<file path="src/rtl/single_port_ram_arbiter.sv">
// ============================================================================
// Module      : single_port_ram_arbiter
// Description : Round-robin, burst-bounded arbiter sharing one single-port RAM
//               between two requesters, with one-cycle read data return.
// Revision    : 1.0 - initial release
// ============================================================================
`default_nettype none

module single_port_ram_arbiter #(
  parameter int ADDR_WIDTH = 12,
  parameter int DATA_WIDTH = 16,
  parameter int MAX_BURST  = 4
) (
  input  logic                    clk,
  input  logic                    reset,
  input  logic                    a_req,
  input  logic [ADDR_WIDTH-1:0]   a_addr,
  input  logic [DATA_WIDTH-1:0]   a_din,
  input  logic [DATA_WIDTH/8-1:0] a_we,
  output logic                    a_ack,
  output logic                    a_rd_valid,
  output logic [DATA_WIDTH-1:0]   a_dout,
  input  logic                    b_req,
  input  logic [ADDR_WIDTH-1:0]   b_addr,
  input  logic [DATA_WIDTH-1:0]   b_din,
  input  logic [DATA_WIDTH/8-1:0] b_we,
  output logic                    b_ack,
  output logic                    b_rd_valid,
  output logic [DATA_WIDTH-1:0]   b_dout,
  output logic [ADDR_WIDTH-1:0]   ram_addr,
  output logic [DATA_WIDTH-1:0]   ram_din,
  output logic [DATA_WIDTH/8-1:0] ram_we,
  input  logic [DATA_WIDTH-1:0]   ram_dout
);

  localparam int          c_nb        = DATA_WIDTH / 8;
  localparam logic [3:0]  c_max_burst = 4'(MAX_BURST);

  typedef enum logic [1:0] {
    OWN_NONE = 2'd0,
    OWN_A    = 2'd1,
    OWN_B    = 2'd2
  } owner_t;

  owner_t                r_owner;
  logic                  r_ptr_b;
  logic [3:0]            r_cnt;
  logic [ADDR_WIDTH-1:0] r_last_addr;
  logic [DATA_WIDTH-1:0] r_last_din;
  logic                  r_rd_a;
  logic                  r_rd_b;
  logic [DATA_WIDTH-1:0] r_dout_a;
  logic [DATA_WIDTH-1:0] r_dout_b;

  logic   w_gnt_a;
  logic   w_gnt_b;
  logic   w_limit;
  owner_t w_ptr_owner;
  owner_t w_new_owner;

  assign w_ptr_owner = r_ptr_b ? OWN_B : OWN_A;
  assign w_new_owner = w_gnt_b ? OWN_B : OWN_A;
  // The pointer port has used up its burst only if it also owns the current run.
  assign w_limit     = (r_cnt >= c_max_burst) && (r_owner == w_ptr_owner);

  always_comb begin
    w_gnt_a = 1'b0;
    w_gnt_b = 1'b0;
    if (!reset) begin
      if (a_req && b_req) begin
        if (r_ptr_b ^ w_limit) w_gnt_b = 1'b1;
        else                   w_gnt_a = 1'b1;
      end else if (a_req) begin
        w_gnt_a = 1'b1;
      end else if (b_req) begin
        w_gnt_b = 1'b1;
      end
    end
  end

  always_comb begin
    ram_we   = '0;
    ram_addr = r_last_addr;
    ram_din  = r_last_din;
    if (w_gnt_a) begin
      ram_we   = a_we;
      ram_addr = a_addr;
      ram_din  = a_din;
    end else if (w_gnt_b) begin
      ram_we   = b_we;
      ram_addr = b_addr;
      ram_din  = b_din;
    end
  end

  assign a_ack      = w_gnt_a;
  assign b_ack      = w_gnt_b;
  // A read in flight when reset arrives must not surface.
  assign a_rd_valid = r_rd_a & ~reset;
  assign b_rd_valid = r_rd_b & ~reset;
  assign a_dout     = a_rd_valid ? ram_dout : r_dout_a;
  assign b_dout     = b_rd_valid ? ram_dout : r_dout_b;

  always_ff @(posedge clk) begin
    if (reset) begin
      r_owner     <= OWN_NONE;
      r_ptr_b     <= 1'b0;
      r_cnt       <= 4'd0;
      r_last_addr <= '0;
      r_last_din  <= '0;
      r_rd_a      <= 1'b0;
      r_rd_b      <= 1'b0;
      r_dout_a    <= '0;
      r_dout_b    <= '0;
    end else begin
      if (w_gnt_a || w_gnt_b) begin
        r_last_addr <= ram_addr;
        r_last_din  <= ram_din;
        if (r_owner == w_new_owner) begin
          r_cnt <= (r_cnt >= c_max_burst) ? c_max_burst : r_cnt + 4'd1;
        end else begin
          r_cnt   <= 4'd1;
          r_ptr_b <= w_gnt_b;
        end
        r_owner <= w_new_owner;
      end else begin
        r_cnt   <= 4'd0;
        r_owner <= OWN_NONE;
      end
      r_rd_a <= w_gnt_a && (a_we == c_nb'(0));
      r_rd_b <= w_gnt_b && (b_we == c_nb'(0));
      if (a_rd_valid) r_dout_a <= ram_dout;
      if (b_rd_valid) r_dout_b <= ram_dout;
    end
  end

endmodule

`default_nettype wire

</file>
<file path="config.mk">
export PLATFORM = sky130hd
export DESIGN_NAME = single_port_ram_arbiter
export DESIGN_NICKNAME = d
export VERILOG_FILES = /design/src/rtl/single_port_ram_arbiter.sv
export SDC_FILE = /design/constraint.sdc
export NUM_CORES = 1
export LEC_CHECK = 0
export ABC_AREA = 0
export ABC_CLOCK_PERIOD_IN_PS = 2520
export CAP_MARGIN = 0
export CORE_MARGIN = 2
export CORE_UTILIZATION = 45
export DETAILED_ROUTE_END_ITERATION = 7
export PLACE_DENSITY = 0.85
export RECOVER_POWER = 50
export SYNTH_ARGS = -nofsm -noshare
export SYNTH_HDL_FRONTEND = slang
export SYNTH_SLANG_ARGS = --single-unit
</file>
<file path="constraint.sdc">
create_clock -name clk -period 2.52 [get_ports clk]
set_clock_uncertainty 0.15 [all_clocks]
set_input_delay 0.252 -clock clk [delete_from_list [all_inputs] [get_ports clk]]
set_output_delay 0.252 -clock clk [all_outputs]
set_load 0.03 [all_outputs]
</file>
==> metrics.txt <==
Worst setup SP type=input port; drt wl/cell=15.4 um; final worst path period share=0.967; DRT Pass-1 Iters=5; number of diodes=0; layout cell share with drive strength beyond 1=0.194; Syn Inst Count=315; Final Net Count=545; Final GP Congestion=0.926; clk slew on worst S/H paths=0.07 ns; area delta synth->final=52.4%; Hold Slack=0.198 ns; Leak=2.10 nW; Ys Warns=0; Post-synth top cells=dfxtp_1 (69), nor2b_1 (44), a221o_1 (38), and2_1 (38), mux2_2 (31); number of flops mapped to enable cells by yosys=0; maximum clock path buffer count=2; part of the Yosys area used for sequential elements=0.419; Post-Syn Nets=about 400; pin count of the biggest net entering global routing=36; Final Hold Viols=0; worst hold path startpoint=reset; Routed WL=8.76 mm; status=completed; Final HPWL DP=6.49 mm; TNS Setup=0 ns; Die H=89.6 um; GR Overflow Total=0; port bufs=145; Setup CP Type=input port to output port; crit path capture type=output port; fraction of registers with async set or reset after synthesis=0; post-route antenna net violation count=0; Yosys top cell area share=0.419; critical path fanouts, max=16; DR DRC count=0; routed vias=roughly 3100; Ports=146; Slew Viols, Final=0; RSZ-0062 raised after global routing=false; hold endpoint=r_ptr_b$_SDFFE_PP0P_; H-tree depth=3; cell count of the worst hold path=3; Worst path slowest cell=clkdlybuf4s50_1; crit path time final=2.44 ns; Worst path max stage delay=0.49 ns; first-pass GRT wire length=~14 mm; Die Area=~0.008 mm^2; DR iter-0 viols=188; core area=0.00718 mm^2; Synth area leaders=dfxtp_1 (42%), a221o_1 (12%), mux2_2 (11%); CP cell instances=clkdlybuf4s50_1 -> inv_1 -> a311o_1 -> or2_4 -> buf_12 -> o221a_1 -> buf_4; Power Density=543 mW/mm^2; Via density=5.41; Final Total Pwr=2.73 mW; syn_area_per_cell=10.5 um^2; Most Crowded Layer GR=met2; worst reg2reg path depth=6; root buffer cell=clkbuf_8; GR Util met3=0.0695; predominant post-synthesis flop cell=dfxtp_1; CP required=2.12 ns; number of antenna violations at the first check in global routing=0; Hold Path Class=input port to register; vias in the first global route=2849; met2 GRT Util=0.358; Starting Density=0.459; maximum clock rate=just over 400 MHz; cell taking the most area after synthesis=dfxtp_1; number of placement rows=31; Worst R2R Start=r_owner[0]$_SDFF_PP0_; CTS tree=yes; Crit path arrival time=a little over 2 ns; FF-to-FF setup slack=between 0.4 and 0.5 ns; GRT met1 Usage=0.269; clk sinks=69; post-synthesis register bit count=slightly below 70; worst skew pair latency=0.33 ns; Max-Cap Viols=0; Worst R2R End=r_last_din[15]$_SDFFE_PP0N_; most frequent cell after synthesis=dfxtp_1; mapped cell area=0.00330 mm^2; total CTS buffers=9; endpoints failing setup=0; Total GRT Usage=0.217; Netlist cell types=31; Die W=89.6 um; VDD IR max=0.335 mV
sequential cells by signal (all words and copies together) (netlist names):
signal	count
r_cnt	4
r_owner	2
r_dout_b	16
r_last_addr	12
r_rd_a	1
r_ptr_b	1
r_last_din	16
r_dout_a	16
r_rd_b	1
worst max path at each step:
| stage | cells after the start | endpoint | slack (ns) | from |
|---|---|---|---|---|
| after floorplan | 6 | ram_addr[11] | 0.46 | r_owner[0]$_SDFF_PP0_ |
| after global placement | 7 | ram_din[12] | 0.04 | reset |
| after detailed placement | 7 | ram_din[12] | 0.001 | reset |
| after CTS | 6 | ram_din[12] | 0.01 | r_owner[0]$_SDFF_PP0_ |
| after global routing | 6 | ram_addr[9] | 0.02 | r_owner[0]$_SDFF_PP0_ |
| final | 7 | ram_din[5] | 0.08 | a_req |
cell type report:
| class | count | area (um^2) |
|---|---|---|
| clock buffers | 9 | 124 |
| clock inverters | 7 | 76.3 |
| fillers | 564 | 2150 |
| inverters | 7 | 33.8 |
| multi-input cells | 214 | 1750 |
| flip-flops and latches | 69 | 1390 |
| well taps | 99 | 124 |
| repair buffers | 163 | 1530 |
routing by layer:
metal | vias up | share of wire
li1 | 1464 | -
met3 | 13 | 0.10
met4 | 0 | 0.013
met2 | 159 | 0.47
met5 | - | 0
met1 | 1435 | 0.41
metrics by stage:
stage | cells | cell area (um^2) | setup slack [ns] | util
6_report | 568 | 5020 | 0.0826 | 0.700
5_1_grt | 568 | 5020 | 0.0193 | 0.700
4_1_cts | 567 | 5010 | 0.0101 | 0.698
3_5_place_dp | 551 | 4810 | 0.00108 | 0.670
3_3_place_gp | 551 | 4810 | 0.0410 | 0.670
2_1_floorplan | 315 | 3300 | 0.462 | -
cell families after synthesis:
kind of cell | share of synthesized area
fa+ha+maj | 0.00380
flops | 0.419
compound gates | 0.213
mux | 0.109
simple gates | 0.200
other cells | 0.00114
buf+inv | 0.0535
where the power goes:
group	leakage, nW	internal (mW)	total, mW	switching [mW]
Sequential	0.565	1.14	1.16	0.0209
Clock	0.0954	0.460	0.886	0.426
Combinational	1.44	0.341	0.678	0.336
Total	2.10	1.94	2.73	0.783
placed cells by master, fill, tap and decap left out, drive strengths merged, types with 2 or more instances in the layout:
master	Yosys	final
clkdlybuf4s50	0	109
o21bai	2	2
nor2b	44	44
o21ai	2	2
inv	7	7
a22o	2	2
nand2	2	2
clkbuf	12	13
dfxtp	69	69
nand2b	14	14
a221o	38	38
clkinvlp	0	2
and2	38	38
mux2	32	32
buf	13	48
o221a	18	18
clkinv	0	4
dlymetal6s2s	0	2
a21oi	6	6
nor3	5	5
timing repair:
action,in CTS,in global routing
pin swaps,0,2
setup buffers,0,1
gates resized for setup,1,8
hold buffers,0,0
setup endpoints to repair,21,55
worst max-delay path: cells and delay by family:
family,cells,cell delay [ns]
AO/OA/AOI/OAI,2,0.57
buffers and inverters,4,0.89
AND/OR/NAND/NOR,1,0.31
Note: power is estimated with default switching activity, not from simulation.
